===== src/rtl/tour_cmd_pkg.sv =====
// Shared types and encodings for the knight's-tour command sequencer.
// Holds the FSM state enum, command/response codes and the leg struct.
package tour_cmd_pkg;

    typedef enum logic [2:0] {
        ST_IDLE,
        ST_VERT,
        ST_WAIT_V,
        ST_HORZ,
        ST_WAIT_H
    } state_e;

    localparam logic [3:0] OP_MOVE    = 4'h2;
    localparam logic [3:0] OP_MOVE_FF = 4'h3;
    localparam logic [3:0] OP_ABORT   = 4'hF;

    localparam logic [7:0] HD_N = 8'h00;
    localparam logic [7:0] HD_W = 8'h3F;
    localparam logic [7:0] HD_S = 8'h7F;
    localparam logic [7:0] HD_E = 8'hBF;

    localparam logic [7:0] RESP_ACK     = 8'hA5;
    localparam logic [7:0] RESP_DONE    = 8'h5A;
    localparam logic [7:0] RESP_ILLEGAL = 8'hEE;

    typedef struct packed {
        logic [7:0] heading;
        logic [3:0] squares;
    } leg_t;

    function automatic leg_t mk_leg(input logic [7:0] heading, input logic [3:0] squares);
        leg_t l;
        l.heading = heading;
        l.squares = squares;
        return l;
    endfunction

    function automatic logic [15:0] mk_cmd(input logic [3:0] opcode, input leg_t leg);
        return {opcode, leg};
    endfunction

endpackage


===== src/rtl/tour_cmd_seq_if.sv =====
// Command/response handshake between UART wrapper, sequencer and command processor.
// master = sequencer side, slave = environment (UART wrapper + consumer) side.
interface tour_cmd_seq_if;
    logic [15:0] cmd_UART;
    logic        cmd_rdy_UART;
    logic        clr_cmd_rdy;
    logic        send_resp;
    logic [15:0] cmd;
    logic        cmd_rdy;
    logic [7:0]  resp;

    modport master (
        input  cmd_UART, cmd_rdy_UART, clr_cmd_rdy, send_resp,
        output cmd, cmd_rdy, resp
    );

    modport slave (
        output cmd_UART, cmd_rdy_UART, clr_cmd_rdy, send_resp,
        input  cmd, cmd_rdy, resp
    );
endinterface


===== src/rtl/tour_move_decode.sv =====
// One-hot knight move -> vertical leg then horizontal leg; purely combinational.
// Anything other than exactly one bit set decodes as illegal with zeroed legs.
module tour_move_decode
    import tour_cmd_pkg::*;
(
    input  logic [7:0] move,
    output leg_t       vert_leg,
    output leg_t       horz_leg,
    output logic       legal
);

    always_comb begin
        vert_leg = '0;
        horz_leg = '0;
        legal    = 1'b1;
        case (move)
            8'h01: begin vert_leg = mk_leg(HD_N, 4'd2); horz_leg = mk_leg(HD_W, 4'd1); end
            8'h02: begin vert_leg = mk_leg(HD_N, 4'd2); horz_leg = mk_leg(HD_E, 4'd1); end
            8'h04: begin vert_leg = mk_leg(HD_N, 4'd1); horz_leg = mk_leg(HD_W, 4'd2); end
            8'h08: begin vert_leg = mk_leg(HD_S, 4'd1); horz_leg = mk_leg(HD_W, 4'd2); end
            8'h10: begin vert_leg = mk_leg(HD_S, 4'd2); horz_leg = mk_leg(HD_W, 4'd1); end
            8'h20: begin vert_leg = mk_leg(HD_S, 4'd2); horz_leg = mk_leg(HD_E, 4'd1); end
            8'h40: begin vert_leg = mk_leg(HD_S, 4'd1); horz_leg = mk_leg(HD_E, 4'd2); end
            8'h80: begin vert_leg = mk_leg(HD_N, 4'd1); horz_leg = mk_leg(HD_E, 4'd2); end
            default: legal = 1'b0;
        endcase
    end

endmodule


===== src/rtl/tour_cmd_seq.sv =====
// Knight's-tour command sequencer: UART pass-through when idle, two legs per move on tour.
// cmd/cmd_rdy/resp are combinational; each leg holds until clr_cmd_rdy, then waits for send_resp.
module tour_cmd_seq
    import tour_cmd_pkg::*;
#(
    parameter int NUM_MOVES    = 24,
    parameter int MV_W         = (NUM_MOVES > 1) ? $clog2(NUM_MOVES) : 1,
    parameter int FANFARE_MODE = 1
) (
    input  logic            clk,
    input  logic            rst_n,
    input  logic            start_tour,
    input  logic [7:0]      move,
    output logic [MV_W-1:0] mv_indx,
    output logic            tour_busy,
    output logic            tour_done,
    output logic            tour_abort,
    tour_cmd_seq_if.master  cif
);

    localparam logic [MV_W-1:0] LAST_IDX = MV_W'(NUM_MOVES - 1);

    state_e          state_q;
    logic [MV_W-1:0] mv_indx_q;
    logic            done_q;
    logic            abort_q;

    leg_t vert_leg;
    leg_t horz_leg;
    logic legal;

    tour_move_decode u_decode (
        .move     (move),
        .vert_leg (vert_leg),
        .horz_leg (horz_leg),
        .legal    (legal)
    );

    logic       busy;
    logic       last_move;
    logic       abort_req;
    logic       illegal;
    logic [3:0] horz_op;

    assign busy      = (state_q != ST_IDLE);
    assign last_move = (mv_indx_q == LAST_IDX);
    assign abort_req = busy && cif.cmd_rdy_UART && (cif.cmd_UART[15:12] == OP_ABORT);
    assign illegal   = (state_q == ST_VERT) && !legal && !abort_req;

    always_comb begin
        horz_op = OP_MOVE;
        if (FANFARE_MODE == 1 || (FANFARE_MODE == 2 && last_move)) begin
            horz_op = OP_MOVE_FF;
        end
    end

    always_comb begin
        cif.cmd     = cif.cmd_UART;
        cif.cmd_rdy = cif.cmd_rdy_UART;
        cif.resp    = RESP_ACK;
        case (state_q)
            ST_IDLE: ;
            ST_VERT, ST_WAIT_V: begin
                cif.cmd     = mk_cmd(OP_MOVE, vert_leg);
                cif.cmd_rdy = (state_q == ST_VERT) && !illegal && !abort_req;
                if (illegal) cif.resp = RESP_ILLEGAL;
            end
            default: begin
                cif.cmd     = mk_cmd(horz_op, horz_leg);
                cif.cmd_rdy = (state_q == ST_HORZ) && !abort_req;
                if (state_q == ST_WAIT_H && last_move) cif.resp = RESP_DONE;
            end
        endcase
    end

    // Abort beats illegal-move detection, which beats the normal handshake.
    always_ff @(posedge clk or negedge rst_n) begin
        if (!rst_n) begin
            state_q   <= ST_IDLE;
            mv_indx_q <= '0;
            done_q    <= 1'b0;
            abort_q   <= 1'b0;
        end else begin
            done_q  <= 1'b0;
            abort_q <= 1'b0;
            if (abort_req) begin
                state_q   <= ST_IDLE;
                mv_indx_q <= '0;
                abort_q   <= 1'b1;
            end else begin
                case (state_q)
                    ST_IDLE: begin
                        if (start_tour) begin
                            state_q   <= ST_VERT;
                            mv_indx_q <= '0;
                        end
                    end
                    ST_VERT: begin
                        if (!legal) begin
                            state_q   <= ST_IDLE;
                            mv_indx_q <= '0;
                            abort_q   <= 1'b1;
                        end else if (cif.clr_cmd_rdy) begin
                            state_q <= ST_WAIT_V;
                        end
                    end
                    ST_WAIT_V: if (cif.send_resp) state_q <= ST_HORZ;
                    ST_HORZ:   if (cif.clr_cmd_rdy) state_q <= ST_WAIT_H;
                    ST_WAIT_H: begin
                        if (cif.send_resp) begin
                            if (last_move) begin
                                state_q   <= ST_IDLE;
                                mv_indx_q <= '0;
                                done_q    <= 1'b1;
                            end else begin
                                state_q   <= ST_VERT;
                                mv_indx_q <= mv_indx_q + MV_W'(1);
                            end
                        end
                    end
                    default: state_q <= ST_IDLE;
                endcase
            end
        end
    end

    assign mv_indx    = mv_indx_q;
    assign tour_busy  = busy;
    assign tour_done  = done_q;
    assign tour_abort = abort_q;

endmodule


===== src/flat_wrapper.sv =====
// flat-port wrapper written by rule: the top's interface ports become plain ports
module tour_cmd_seq_flat import tour_cmd_pkg::*;
#(
    parameter int NUM_MOVES    = 24,
    parameter int MV_W         = (NUM_MOVES > 1) ? $clog2(NUM_MOVES) : 1,
    parameter int FANFARE_MODE = 1
)
  (clk, rst_n, start_tour, move, mv_indx, tour_busy, tour_done, tour_abort, cif_cmd_UART, cif_cmd_rdy_UART, cif_clr_cmd_rdy, cif_send_resp, cif_cmd, cif_cmd_rdy, cif_resp);
  tour_cmd_seq_if cif_i ();
  input  logic clk;
  input  logic rst_n;
  input  logic start_tour;
  input  logic [7:0] move;
  output logic [MV_W-1:0] mv_indx;
  output logic tour_busy;
  output logic tour_done;
  output logic tour_abort;
  input wire logic [$bits(cif_i.cmd_UART)-1:0] cif_cmd_UART;
  input wire logic [$bits(cif_i.cmd_rdy_UART)-1:0] cif_cmd_rdy_UART;
  input wire logic [$bits(cif_i.clr_cmd_rdy)-1:0] cif_clr_cmd_rdy;
  input wire logic [$bits(cif_i.send_resp)-1:0] cif_send_resp;
  output wire logic [$bits(cif_i.cmd)-1:0] cif_cmd;
  output wire logic [$bits(cif_i.cmd_rdy)-1:0] cif_cmd_rdy;
  output wire logic [$bits(cif_i.resp)-1:0] cif_resp;
  assign cif_i.cmd_UART = cif_cmd_UART;
  assign cif_i.cmd_rdy_UART = cif_cmd_rdy_UART;
  assign cif_i.clr_cmd_rdy = cif_clr_cmd_rdy;
  assign cif_i.send_resp = cif_send_resp;
  assign cif_cmd = cif_i.cmd;
  assign cif_cmd_rdy = cif_i.cmd_rdy;
  assign cif_resp = cif_i.resp;
  tour_cmd_seq #(.NUM_MOVES(NUM_MOVES), .MV_W(MV_W), .FANFARE_MODE(FANFARE_MODE)) u_core (.clk(clk), .rst_n(rst_n), .start_tour(start_tour), .move(move), .mv_indx(mv_indx), .tour_busy(tour_busy), .tour_done(tour_done), .tour_abort(tour_abort), .cif(cif_i));
endmodule

===== config.mk =====
export PLATFORM = sky130hd
export DESIGN_NAME = tour_cmd_seq_flat
export DESIGN_NICKNAME = d
export VERILOG_FILES = /design/src/rtl/tour_cmd_pkg.sv /design/src/rtl/tour_cmd_seq_if.sv /design/src/rtl/tour_move_decode.sv /design/src/rtl/tour_cmd_seq.sv /design/src/flat_wrapper.sv
export SDC_FILE = /design/constraint.sdc
export NUM_CORES = 1
export LEC_CHECK = 0
export ABC_CLOCK_PERIOD_IN_PS = 2900
export BUFFER_PORTS_ARGS = -buffer_cell sky130_fd_sc_hd__clkbuf_2
export CORE_MARGIN = 4
export CORE_UTILIZATION = 35
export DETAILED_ROUTE_END_ITERATION = 10
export GPL_TIMING_DRIVEN = 0
export REMOVE_ABC_BUFFERS = 1
export SYNTH_ARGS = -nofsm -noshare
export SYNTH_HDL_FRONTEND = slang
export SYNTH_SLANG_ARGS = --single-unit

===== constraint.sdc =====
create_clock -name clk -period 2.9 [get_ports clk]
set_clock_uncertainty 0.15 [all_clocks]
set_input_delay 0.435 -clock clk [delete_from_list [all_inputs] [get_ports clk]]
set_output_delay 0.435 -clock clk [all_outputs]
set_load 0.01 [all_outputs]

Yosys cells after proc, flatten, opt, wreduce, memory -nomap -nowiden:

Cells that the tools add are included.

* bits in registers: 10
* bits of input ports: 30
* output and inout bits: 33
* word-level logic and storage cells: 81

* add/sub/neg operators: 1
* equal/unequal tests: 20
* multiplexer cells: 30
* reduce and logical (&&, ||, !) cells: 26

Operators with widths (number)
* $pmux W12 S4: 1
* $pmux W11 S4: 1
* $pmux W16 S2: 1
* $mux W5: 5
* $mux W3: 7
* $reduce_or A2 Y1: 9
* $pmux W8 S2: 1
* $pmux W3 S5: 1
* $pmux W5 S3: 1
* $ne A3 B2 Y1 const B: 4
* $mux W1: 9
* $eq A8 B1 Y1 const B: 1
* $eq A8 B2 Y1 const B: 1
* $eq A8 B3 Y1 const B: 1
* $eq A8 B4 Y1 const B: 1
* $eq A8 B5 Y1 const B: 1
* $eq A8 B6 Y1 const B: 1
* $eq A8 B7 Y1 const B: 1
* $eq A8 B8 Y1 const B: 1
* $logic_and A1 B1 Y1: 8
* $mux W8: 1
* $reduce_or A8 Y1: 1
* $mux W7: 1
* $eq A3 B2 Y1 const B: 2
* 14 further kinds: 16

Logic depth before layout (Yosys ltp):

Gate-level depths: netlist of the first run.

* depth in word-level cells: 10
* gate-level depth with buffers: 8
* depth with buffers taken out: 6

Cells and area by module:

Synthesis of the first run repeated with hierarchy kept, for this count alone.

* cells, all modules: 214
* area, all modules: 1582.8 um^2

Modules (own cells, without submodules)
* tour_cmd_seq: instances 1, cells an instance 164, area each 1223.7 um^2, sequential area each 250.2 um^2
* tour_move_decode: instances 1, cells an instance 50, area each 359.1 um^2, sequential area each 0.0 um^2

Least setup slack after synthesis of the first run:

Ideal clock, no wire load.

* path type: input to output
* start: in move[1]
* end: out cif_resp[3]
* arrival time: 1875 ps
* required time: 2315 ps
* slack: 440 ps
* cell stages on the path: 8
* buffers on the path: 3
* cells stage by stage: buf_2 > xor2_1 > a221oi_1 > nor4b_1 > buf_2 > nor3_2 > a21o_1 > buf_4

* longest elaborated chain between the ends: 8
* elaborated cells on any way between the ends: 15
* those cells by class: 8 x eq/ne; 3 x mux; 4 x reduce/logical

Ends and longest elaborated chain
* start: declaration: line flat_wrapper.sv:13 `input logic [7:0] move;`
* $eq A8 B8 Y1 (tied with other cells): line tour_move_decode.sv:16 `case (move)`
* $reduce_or A8 Y1 (no line) *
* $mux W1 *: line tour_move_decode.sv:16
* $logic_not A1 Y1 *: line tour_cmd_seq.sv:48 `assign illegal = (state_q == ST_VERT) && !legal && !abort_req;`
* $logic_and A1 B1 Y1 * (2 in series): line tour_cmd_seq.sv:48
* $mux W7 *: line tour_cmd_seq.sv:66 `if (illegal) cif.resp = RESP_ILLEGAL;`
* $pmux W8 S2 *: line tour_cmd_seq.sv:61 `case (state_q)`
* end: declaration: line flat_wrapper.sv:24 `output wire logic [$bits(cif_i.resp)-1:0] cif_resp;`

Every way passes the cells marked *; elsewhere a longest branch is shown, timed or not.

Final worst setup path of the first run:

* start: in move[5]
* end: out cif_resp[1]

The elaborated chain is that of the path after synthesis.

==> flow_metrics.py, run 1 <==
metrics = {
    "placement": {
        "portBuffers": 62,
        "hpwl_mm": 2.87,
        "placed_area_mm2": 0.00149,
        "routabilityCongestion": 0.869,
    },
    "global_route": {
        "grtUsageTotal_pct": 17.7,
        "grt_max_degree": 27,
        "antenna_found_initial": 0,
        "grt_pass1_wl_mm": 6.12,
        "grt_pass1_vias": 1292,
        "grt_overflow": 0,
    },
    "timing": {
        "final.min_clock_period_ns": 2.75,
        "setup-violations-final": 0,
        "fmax_ghz": 0.364,
        "rsz0062_at_grt": "false",
        "setup_tns_ns": 0,
        "hold_viol": 0,
        "max_slew_margin_pct": 47.9,
        "finalCritPeriodShare_pct": 94.8,
        "tightest_slew_ns": 0.781,
        "finalMaxSlewViolations": 0,
    },
    "min_path": {
        "holdCritPathClass": "in -> reg",
        "min_path_cells": 4,
        "whs_endpoint": "u_core.state_q[0]",
        "min_from": "cif_clr_cmd_rdy",
    },
    "finish": {
        "regArea_um2": 250,
        "drive_gt1_share_pct": 35.1,
        "final_nets": 257,
        "fillers": 351,
        "antennaDiodeCount": 0,
        "final_area_mm2": 0.00154,
        "multi_input_area_um2": 855,
        "area_growth_syn_to_layout_pct": 29.4,
    },
    "detailed_routing": {
        "vias": 1433,
        "vias_per_cell": 5.33,
        "wirelength_mm": 3.64,
        "final_antenna_net_count": 0,
        "wire_per_inst_um": 13.5,
        "drc": 0,
        "drt-initial-drc-count": 126,
        "drt_pass1_iterations": 4,
    },
    "floorplan": {
        "io_pins": 63,
        "dieArea_mm2": 0.00440,
        "die_w_um": 66.4,
        "coreArea_mm2": 0.00315,
        "die_h_um": 66.4,
        "start_util_pct": 37.8,
        "placementRows": 20,
    },
    "synthesis": {
        "syn_inst": 173,
        "ys_top_cells_by_count": "nand2_1, nor2_1, nand3_1, clkbuf_1, dfrtp_1",
        "synth_cell_types": 49,
        "synth_compound_area_share_pct": 26.1,
        "synth_edf_count": 0,
        "synth_seq_cells": 10,
        "avgSynthCellArea_um2": 6.89,
        "synth-simple-area-share_pct": 39.1,
        "synth_seq_area_share_pct": 21.0,
        "synth_top_family_by_area": "simple AND/OR/NAND/NOR gates",
        "syn-cell-area_mm2": 0.00119,
        "synthAdderAreaFrac_pct": 1.05,
        "synthTopCellsByArea": "dfrtp_1, nand2_1, nand3_1",
        "yosysTopAreaCellShare_pct": 21.0,
        "synthXorXnorAreaFrac_pct": 3.67,
        "synth_most_common_cell": "nand2_1",
        "yosysTopAreaCell": "dfrtp_1",
        "async_reset_ff_share_pct": 100,
        "synth_warnings": 0,
        "ys.flop_type": "dfrtp_1",
        "yosys-mux-area-fraction_pct": 0.944,
    },
    "power_and_ir_drop": {
        "p_seq_share_pct": 29.5,
        "clockPowerShare_pct": 23.7,
        "switching_share_pct": 40.0,
        "p_leak_nw": 0.747,
        "p_int_mw": 0.323,
        "p_switching_mw": 0.215,
        "worst_ir_drop_vdd_mv": 0.288,
        "share_comb_of_total_power_pct": 46.8,
        "pwr_density_cell_mw_per_mm2": 349,
    },
    "clock_tree": {
        "cts.sinks": 10,
        "insertion_delay_ns": 0.27,
        "post_cts_buffers": 0,
        "cts_tree": "yes",
        "clk_pin_slew_ns": 0.07,
        "numCtsBuffers": 3,
        "cts_root_buffer": "clkbuf_4",
        "clock_path_buffers": 2,
        "htreeDepth": 1,
    },
    "status": {
        "status": "completed",
    },
    "critical_path": {
        "cp_data_arrival_time_ns": 2.16,
        "crit_path_end_kind": "output pin",
        "reg2reg_depth": 4,
        "crit_required_ns": 2.32,
        "crit_path_start_kind": "input port",
        "crit_type": "in -> out",
        "rrSetupSlack_ns": 0.96,
        "worst_r2r_endpoint": "u_core.mv_indx[0]",
        "r2r-start": "u_core.state_q[2]",
        "worstPathMaxFanout": 8,
    },
    "run": {
        "drv_cap": 0,
    },
}
## worst max path at each step
| stage | from | to | slack, ns | cells past startpoint |
|---|---|---|---|---|
| CTS | move[5] | cif_resp[1] | 0.13 | 8 |
| global route | u_core.state_q[2] | cif_resp[1] | 0.02 | 5 |
| global placement | move[5] | cif_cmd[7] | -0.87 | 7 |
| detailed placement | move[5] | cif_resp[1] | 0.14 | 8 |
| finish | move[5] | cif_resp[1] | 0.15 | 8 |
| floorplan | move[5] | cif_resp[1] | -0.05 | 5 |
## critical path: stages
cell	delay (ns)
clkbuf_2	0.12
nor2b_1	0.15
a221oi_1	0.36
nor4b_2	0.13
buf_4	0.18
nor3_2	0.42
a21o_1	0.22
clkbuf_2	0.14
## metal layers
layer	share of wire [%]	vias to the layer above	GRT usage, %
li1	-	739	-
met1	48	648	24.4
met2	44	44	28.1
met3	7.2	2	4.76
met4	0.38	0	2.28
met5	0	-	0
## cell usage in the layout, fill, tap and decap left out, types with 3 or more instances in the layout
cell type / n
a221oi_1: 4
and2_1: 4
a21oi_1: 5
dfrtp_1: 10
nand2_1: 28
inv_2: 3
nor2_1: 16
clkbuf_2: 62
xor2_1: 4
and3_1: 6
o21ai_1: 7
o21ai_0: 7
nand3_1: 13
nand4_1: 4
clkbuf_4: 3
## through the flow
| step | setup slack, ns | utilization [%] | power, mW | hold slack (ns) | std cells |
|---|---|---|---|---|---|
| CTS | 0.129 | 48.8 | 0.542 | 0.365 | 269 |
| global route | 0.0191 | 48.9 | 0.581 | 0.398 | 269 |
| floorplan | -0.0482 | - | 0.300 | -0.0106 | 157 |
| detailed placement | 0.137 | 47.4 | 0.414 | 0.165 | 264 |
| finish | 0.151 | 48.9 | 0.539 | 0.369 | 269 |
| global placement | -0.865 | 46.9 | 0.413 | 0.163 | 263 |
## layout make-up
cell class              instances  area share (%)
flip-flops and latches         10            16.2
multi-input cells             142            55.4
repair buffers                 64            21.2
inverters                       5            1.22
well taps                      44            3.57
clock buffers                   4            2.35
## flip-flops by register name, indices dropped and copies added, names as in the netlist
| name | flops |
|---|---|
| u_core.mv_indx | 5 |
| u_core.state_q | 3 |
| u_core.tour_done | 1 |
| u_core.tour_abort | 1 |
## what timing repair did
action	in CTS	in global routing
hold endpoints to repair	10	0
hold buffers	1	0
resized for setup	0	1
setup endpoints to repair	0	7
## cells by family (layout without fill, tap and decap cells)
| group | Yosys count | count (layout) |
|---|---|---|
| AND/OR/NAND/NOR | 92 | 92 |
| AO/OA/AOI/OAI | 43 | 43 |
| buffers and inverters | 21 | 73 |
| flip-flops | 10 | 10 |
| XOR/XNOR | 5 | 5 |
| adder cells (fa/ha/maj) | 1 | 1 |
| multiplexers | 1 | 1 |
## power by group through the flow
stage               clock, mW  combinational [mW]  sequential, mW
global route            0.138               0.281           0.161
finish                  0.128               0.252           0.159
CTS                     0.129               0.255           0.159
detailed placement          0               0.253           0.161
floorplan                   0               0.140           0.160
global placement            0               0.251           0.162
Power figures use the tool's default switching activity.
==> inputs of run 2 (changes only) <==
ABC_AREA = 1   (was unset)
PLACE_DENSITY = 0.66   (was unset)
==> run 2 against run 1 <==
  * Die area decreased by 4.6%
  * Via count is 14% lower
  * Sequential share of layout area up 0.52 points
  * Highest routed layer unchanged
  * Combinational power rose by 140%
  * Clock power about the same
  * Non-clock buffer count fell by 1
  * Largest cell class unchanged
  * Wire length fell by 25%
  * Clock-buffer cell count is the same
  * Critical endpoint is now cif_resp[0]
  * Setup slack improved by 0.27 ns
==> flow_metrics.py, run 2 <==
metrics = {
    "status": {
        "status": "completed",
    },
    "detailed_routing": {
        "drt-initial-drc-count": 58,
        "vias": 1232,
        "wire_per_inst_um": 9.84,
        "drt_pass1_iterations": 4,
        "vias_per_cell": 4.45,
        "wirelength_mm": 2.73,
        "drc": 0,
        "final_antenna_net_count": 0,
    },
    "clock_tree": {
        "clock_path_buffers": 2,
        "numCtsBuffers": 3,
        "htreeDepth": 1,
        "cts_resized": 0,
        "cts_tree": "yes",
        "insertion_delay_ns": 0.27,
        "clk_pin_slew_ns": 0.07,
        "cts_hold_buf": 1,
        "cts_root_buffer": "clkbuf_4",
        "post_cts_buffers": 0,
        "cts.sinks": 10,
    },
    "synthesis": {
        "synthTopCellsByArea": "dfrtp_1, nand2_1, inv_1",
        "synth_cell_types": 30,
        "yosysTopAreaCellShare_pct": 22.1,
        "syn_inst": 172,
        "syn-cell-area_mm2": 0.00113,
        "synth_most_common_cell": "nand2_1",
        "synth_seq_area_share_pct": 22.1,
        "synth_warnings": 0,
        "ys.flop_type": "dfrtp_1",
        "synth_seq_cells": 10,
        "ys_top_cells_by_count": "nand2_1, inv_1, nand3_1, nor2_1",
        "yosysTopAreaCell": "dfrtp_1",
        "async_reset_ff_share_pct": 100,
        "synth_edf_count": 0,
        "avgSynthCellArea_um2": 6.57,
    },
    "power_and_ir_drop": {
        "worst_ir_drop_vdd_mv": 0.280,
        "p_leak_nw": 0.819,
        "p_switching_mw": 0.456,
        "pwr_density_cell_mw_per_mm2": 612,
        "clockPowerShare_pct": 13.7,
        "power_mw": 0.915,
        "share_comb_of_total_power_pct": 67.1,
        "p_int_mw": 0.460,
        "p_seq_share_pct": 19.2,
        "switching_share_pct": 49.8,
    },
    "floorplan": {
        "io_pins": 63,
        "start_util_pct": 36.7,
        "dieArea_mm2": 0.00420,
        "placementRows": 20,
        "die_h_um": 64.8,
        "die_w_um": 64.8,
        "coreArea_mm2": 0.00308,
    },
    "finish": {
        "final_common_cell": "clkbuf_2",
        "drive_gt1_share_pct": 39.5,
        "area_growth_syn_to_layout_pct": 32.3,
        "final_nets": 265,
        "fillers": 350,
        "antennaDiodeCount": 0,
        "layout_common_cells": "clkbuf_2, nand2_1, inv_1, nand3_1, nor2_1",
        "largest_register_ffs": 5,
    },
    "critical_path": {
        "crit_path_start_kind": "register",
        "crit_path_end_kind": "output pin",
        "worstPathMaxFanout": 5,
        "crit_required_ns": 2.32,
        "cp_data_arrival_time_ns": 1.89,
        "crit_type": "reg -> out",
    },
    "global_route": {
        "grt_pass1_vias": 1139,
        "grtUsageTotal_pct": 13.6,
        "antenna_found_initial": 0,
        "grt_overflow": 0,
        "grt_max_degree": 13,
        "grt_pass1_wl_mm": 4.69,
    },
    "timing": {
        "setup_ws_ns": 0.425,
        "hold_viol": 0,
        "rsz0062_at_grt": "false",
        "final.min_clock_period_ns": 2.47,
        "setup_tns_ns": 0,
        "finalCritPeriodShare_pct": 85.3,
        "finalMaxSlewViolations": 0,
        "tightest_slew_ns": 0.454,
        "fmax_ghz": 0.404,
        "max_slew_margin_pct": 69.5,
        "setup-violations-final": 0,
    },
    "placement": {
        "routabilityCongestion": 0.810,
        "portBuffers": 62,
        "hpwl_mm": 2.34,
        "preCtsSetupSlack_ns": 0.681,
    },
    "run": {
        "drv_cap": 0,
    },
    "min_path": {
        "holdCritPathClass": "in -> reg",
    },
}
==> run 2: per-stage QoR <==
stage	cell area (um2)	std cells	hold slack [ns]	utilization, %
global route	1500	277	0.287	48.6
detailed placement	1450	272	0.166	47.1
finish	1500	277	0.282	48.6
global placement	1450	272	0.169	47.1
floorplan	1080	166	-0.0106	-
CTS	1500	277	0.275	48.6
==> run 2: worst paths after layout <==
check	startpoint	end	slack [ns]	depth (start not counted)
max	u_core.mv_indx[0]	cif_resp[0]	0.43	9
min	cif_send_resp	u_core.tour_done	0.28	3
max reg2reg	u_core.state_q[1]	u_core.mv_indx[1]	1.06	9
min reg2reg	u_core.mv_indx[4]	u_core.mv_indx[4]	0.37	2
max in group asynchronous	rst_n	u_core.mv_indx[1]	1.98	2
min in group asynchronous	rst_n	u_core.mv_indx[2]	0.41	2
==> run 2: kinds of logic (layout without fill, tap and decap cells) <==
kind of cell | Yosys count | after routing | synth area share, %
AO/OA/AOI/OAI | 19 | 19 | 9.19
buffers and inverters | 31 | 92 | 12.4
AND/OR/NAND/NOR | 108 | 108 | 52.8
flip-flops | 10 | 10 | 22.1
XOR/XNOR | 3 | 3 | 2.33
adder cells (fa/ha/maj) | 1 | 1 | 1.11
==> run 2: per-layer routing <==
metal / wire, um / GRT usage [%] / vias to the layer above
met1: 1220 / 18.0 / 516
met3: 243 / 3.29 / 2
met5: 0 / 0 / -
met2: 1240 / 22.2 / 44
li1: - / - / 670
met4: 17 / 3.17 / 0
==> run 2: power groups by stage <==
stage	Sequential [mW]	Combinational, mW	Clock (mW)
after global placement	0.178	0.620	0
after global routing	0.178	0.693	0.133
after floorplan	0.181	0.397	0
final	0.176	0.614	0.125
after detailed placement	0.178	0.624	0
after CTS	0.176	0.627	0.129
==> run 2: cell type report <==
cell class / instances / area (um2) / area share [%]
flip-flops and latches: 10 / 250 / 16.7
inverters: 25 / 93.8 / 6.28
clock buffers: 4 / 36.3 / 2.43
multi-input cells: 131 / 739 / 49.5
repair buffers: 63 / 320 / 21.4
well taps: 44 / 55.1 / 3.68
==> run 2: worst max-delay path, stage by stage (launching register included) <==
cell	delay, ns
dfrtp_1	0.39
ha_1	0.18
nand2_1	0.06
nor2_1	0.18
nand2_1	0.13
nor2_1	0.19
inv_1	0.12
o21ai_1	0.18
inv_1	0.07
clkbuf_2	0.13
==> inputs of run 3 (changes only) <==
CORE_MARGIN = 2   (was 4)
PLACE_DENSITY = unset   (was 0.66)
SLEW_MARGIN = 5   (was unset)
SYNTH_HIERARCHICAL = 1   (was unset)
==> run 3 against run 2 <==
  * Area after synthesis up 18%
  * Utilization down 4.8 points
  * Critical path depth down 1
  * Synthesized cell count up 25%
  * Power up 15%
  * Largest cell class unchanged
  * Global-route usage up 1.3 points
==> flow_metrics.py, run 3 <==
metrics = {
    "finish": {
        "final_common_cell": "clkbuf_2",
        "area_growth_syn_to_layout_pct": 19.8,
        "antennaDiodeCount": 0,
        "final_nets": 295,
        "drive_gt1_share_pct": 36.3,
        "layout_common_cells": "clkbuf_2, nand2_1, inv_1, nor2_1, nand3_1",
        "final_area_mm2": 0.00160,
        "largest_register_ffs": 5,
        "final_util_pct": 43.8,
    },
    "timing": {
        "rsz0062_at_grt": "false",
        "setup_tns_ns": 0,
        "setup_ws_ns": 0.510,
        "fmax_ghz": 0.418,
        "final.min_clock_period_ns": 2.39,
        "finalCritPeriodShare_pct": 82.4,
        "finalMaxSlewViolations": 0,
        "hold_viol": 0,
        "setup-violations-final": 0,
    },
    "placement": {
        "preCtsSetupSlack_ns": 0.584,
        "placed_area_mm2": 0.00155,
        "routabilityCongestion": 0.817,
        "portBuffers": 62,
        "hpwl_mm": 2.39,
    },
    "power_and_ir_drop": {
        "power_mw": 1.05,
        "p_leak_nw": 0.942,
        "switching_share_pct": 50.9,
        "clockPowerShare_pct": 13.1,
        "share_comb_of_total_power_pct": 69.8,
        "worst_ir_drop_vdd_mv": 0.311,
        "p_switching_mw": 0.535,
        "pwr_density_cell_mw_per_mm2": 655,
        "p_seq_share_pct": 17.1,
        "p_int_mw": 0.516,
    },
    "clock_tree": {
        "cts_resized": 0,
        "htreeDepth": 1,
        "cts_hold_buf": 1,
        "cts.sinks": 10,
        "clock_path_buffers": 2,
        "clk_pin_slew_ns": 0.04,
        "cts_tree": "yes",
        "numCtsBuffers": 3,
        "insertion_delay_ns": 0.23,
        "cts_root_buffer": "clkbuf_8",
        "post_cts_buffers": 0,
    },
    "critical_path": {
        "crit_path_start_kind": "register",
        "worst_r2r_endpoint": "u_core/tour_done",
        "crit_required_ns": 2.32,
        "reg2reg_depth": 7,
        "r2r-start": "u_core/mv_indx[0]",
        "rrSetupSlack_ns": 1.36,
        "cp_data_arrival_time_ns": 1.80,
        "crit_path_max_incr_delay_ns": 0.43,
        "crit_slowest_cell": "dfrtp_1",
        "cp_cell_sequence": "nand2_2, nor2_1, inv_1, nand2_2, nor2_2, nand2_1, nand2_1, clkbuf_2",
        "crit_path_end_kind": "output pin",
        "worstPathMaxFanout": 14,
        "crit_type": "reg -> out",
    },
    "synthesis": {
        "ys_top_cells_by_count": "nand2_1, inv_1, buf_4, nor2_1, nand3_1",
        "avgSynthCellArea_um2": 6.22,
        "synthTopCellsByArea": "dfrtp_1, nand2_1, buf_4",
        "synth_seq_area_share_pct": 18.7,
        "async_reset_ff_share_pct": 100,
        "synth_edf_count": 0,
        "synth_seq_cells": 10,
        "synth_cell_types": 29,
        "syn_inst": 215,
        "synth_warnings": 6,
        "yosysTopAreaCellShare_pct": 18.7,
        "yosysTopAreaCell": "dfrtp_1",
        "synth_most_common_cell": "nand2_1",
        "ys.flop_type": "dfrtp_1",
        "syn-cell-area_mm2": 0.00134,
    },
    "min_path": {
        "holdCritPathClass": "in -> reg",
        "min_path_cells": 3,
        "min_from": "cif_send_resp",
        "whs_endpoint": "u_core/tour_done",
    },
    "floorplan": {
        "coreArea_mm2": 0.00366,
        "start_util_pct": 36.5,
        "io_pins": 63,
        "placementRows": 22,
        "die_h_um": 65.8,
        "die_w_um": 65.8,
        "dieArea_mm2": 0.00433,
    },
    "status": {
        "status": "completed",
    },
    "detailed_routing": {
        "drt_pass1_iterations": 4,
        "wire_per_inst_um": 9.45,
        "final_antenna_net_count": 0,
        "vias": 1374,
        "drc": 0,
        "vias_per_cell": 4.43,
        "wirelength_mm": 2.93,
        "drt-initial-drc-count": 69,
    },
    "global_route": {
        "grt_pass1_vias": 1225,
        "grt_max_degree": 17,
        "grt_pass1_wl_mm": 5.11,
        "grtUsageTotal_pct": 14.9,
        "antenna_found_initial": 0,
        "grt_overflow": 0,
    },
    "run": {
        "drv_cap": 0,
    },
}
==> run 3: final cells by class <==
| cell class | count | area [um2] |
|---|---|---|
| inverters | 36 | 135 |
| well taps | 48 | 60.1 |
| repair buffers | 63 | 320 |
| multi-input cells | 150 | 796 |
| flip-flops and latches | 10 | 250 |
| fillers | 418 | 2060 |
| clock buffers | 3 | 41.3 |
==> run 3: kinds of logic (layout without fill, tap and decap cells) <==
logic type,after synthesis,after routing,share of synthesized area (%)
AOI/OAI and AO/OA,25,25,12.1
xor gates and xnor gates,2,2,1.31
adders and majority gates,1,1,0.935
buffers and inverters,60,102,23.2
DFF,10,10,18.7
other,1,6,0.280
and+or+nand+nor,116,116,43.5
==> run 3: through the flow <==
stage / instances / hold slack, ns
6_report: 310 / 0.357
4_1_cts: 310 / 0.349
5_1_grt: 310 / 0.361
3_3_place_gp: 306 / 0.170
2_1_floorplan: 196 / -0.0106
3_5_place_dp: 306 / 0.172
==> run 3: critical path, delay by kind of cell, from the launching register on <==
family | cells | cell delay [ns]
and+or+nand+nor | 6 | 0.94
DFF | 1 | 0.43
buffers and inverters | 2 | 0.21
==> run 3: routing by layer <==
layer	vias to the layer above	share of wire (%)	GRT usage, %
li1	742	-	-
met1	580	45	18.4
met2	50	47	25.0
met3	2	8.3	3.07
met4	0	0.38	6.25
met5	-	0	0
==> run 3: worst max path at each step <==
| stage | startpoint | end | slack [ns] |
|---|---|---|---|
| 2_1_floorplan | u_core/mv_indx[0] | cif_resp[0] | 0.67 |
| 3_5_place_dp | move[0] | cif_cmd_rdy | 0.58 |
| 3_3_place_gp | move[0] | cif_cmd_rdy | 0.60 |
| 5_1_grt | u_core/state_q[0] | cif_cmd[8] | 0.27 |
| 6_report | u_core/state_q[0] | cif_cmd[0] | 0.51 |
| 4_1_cts | u_core/state_q[0] | cif_cmd[0] | 0.47 |
==> run 3: power groups by stage <==
stage	clock network [mW]	registers [mW]	logic, mW
finish	0.138	0.179	0.734
global route	0.154	0.181	0.831
CTS	0.146	0.180	0.747
detailed placement	0	0.181	0.743
global placement	0	0.181	0.745
floorplan	0	0.182	0.488
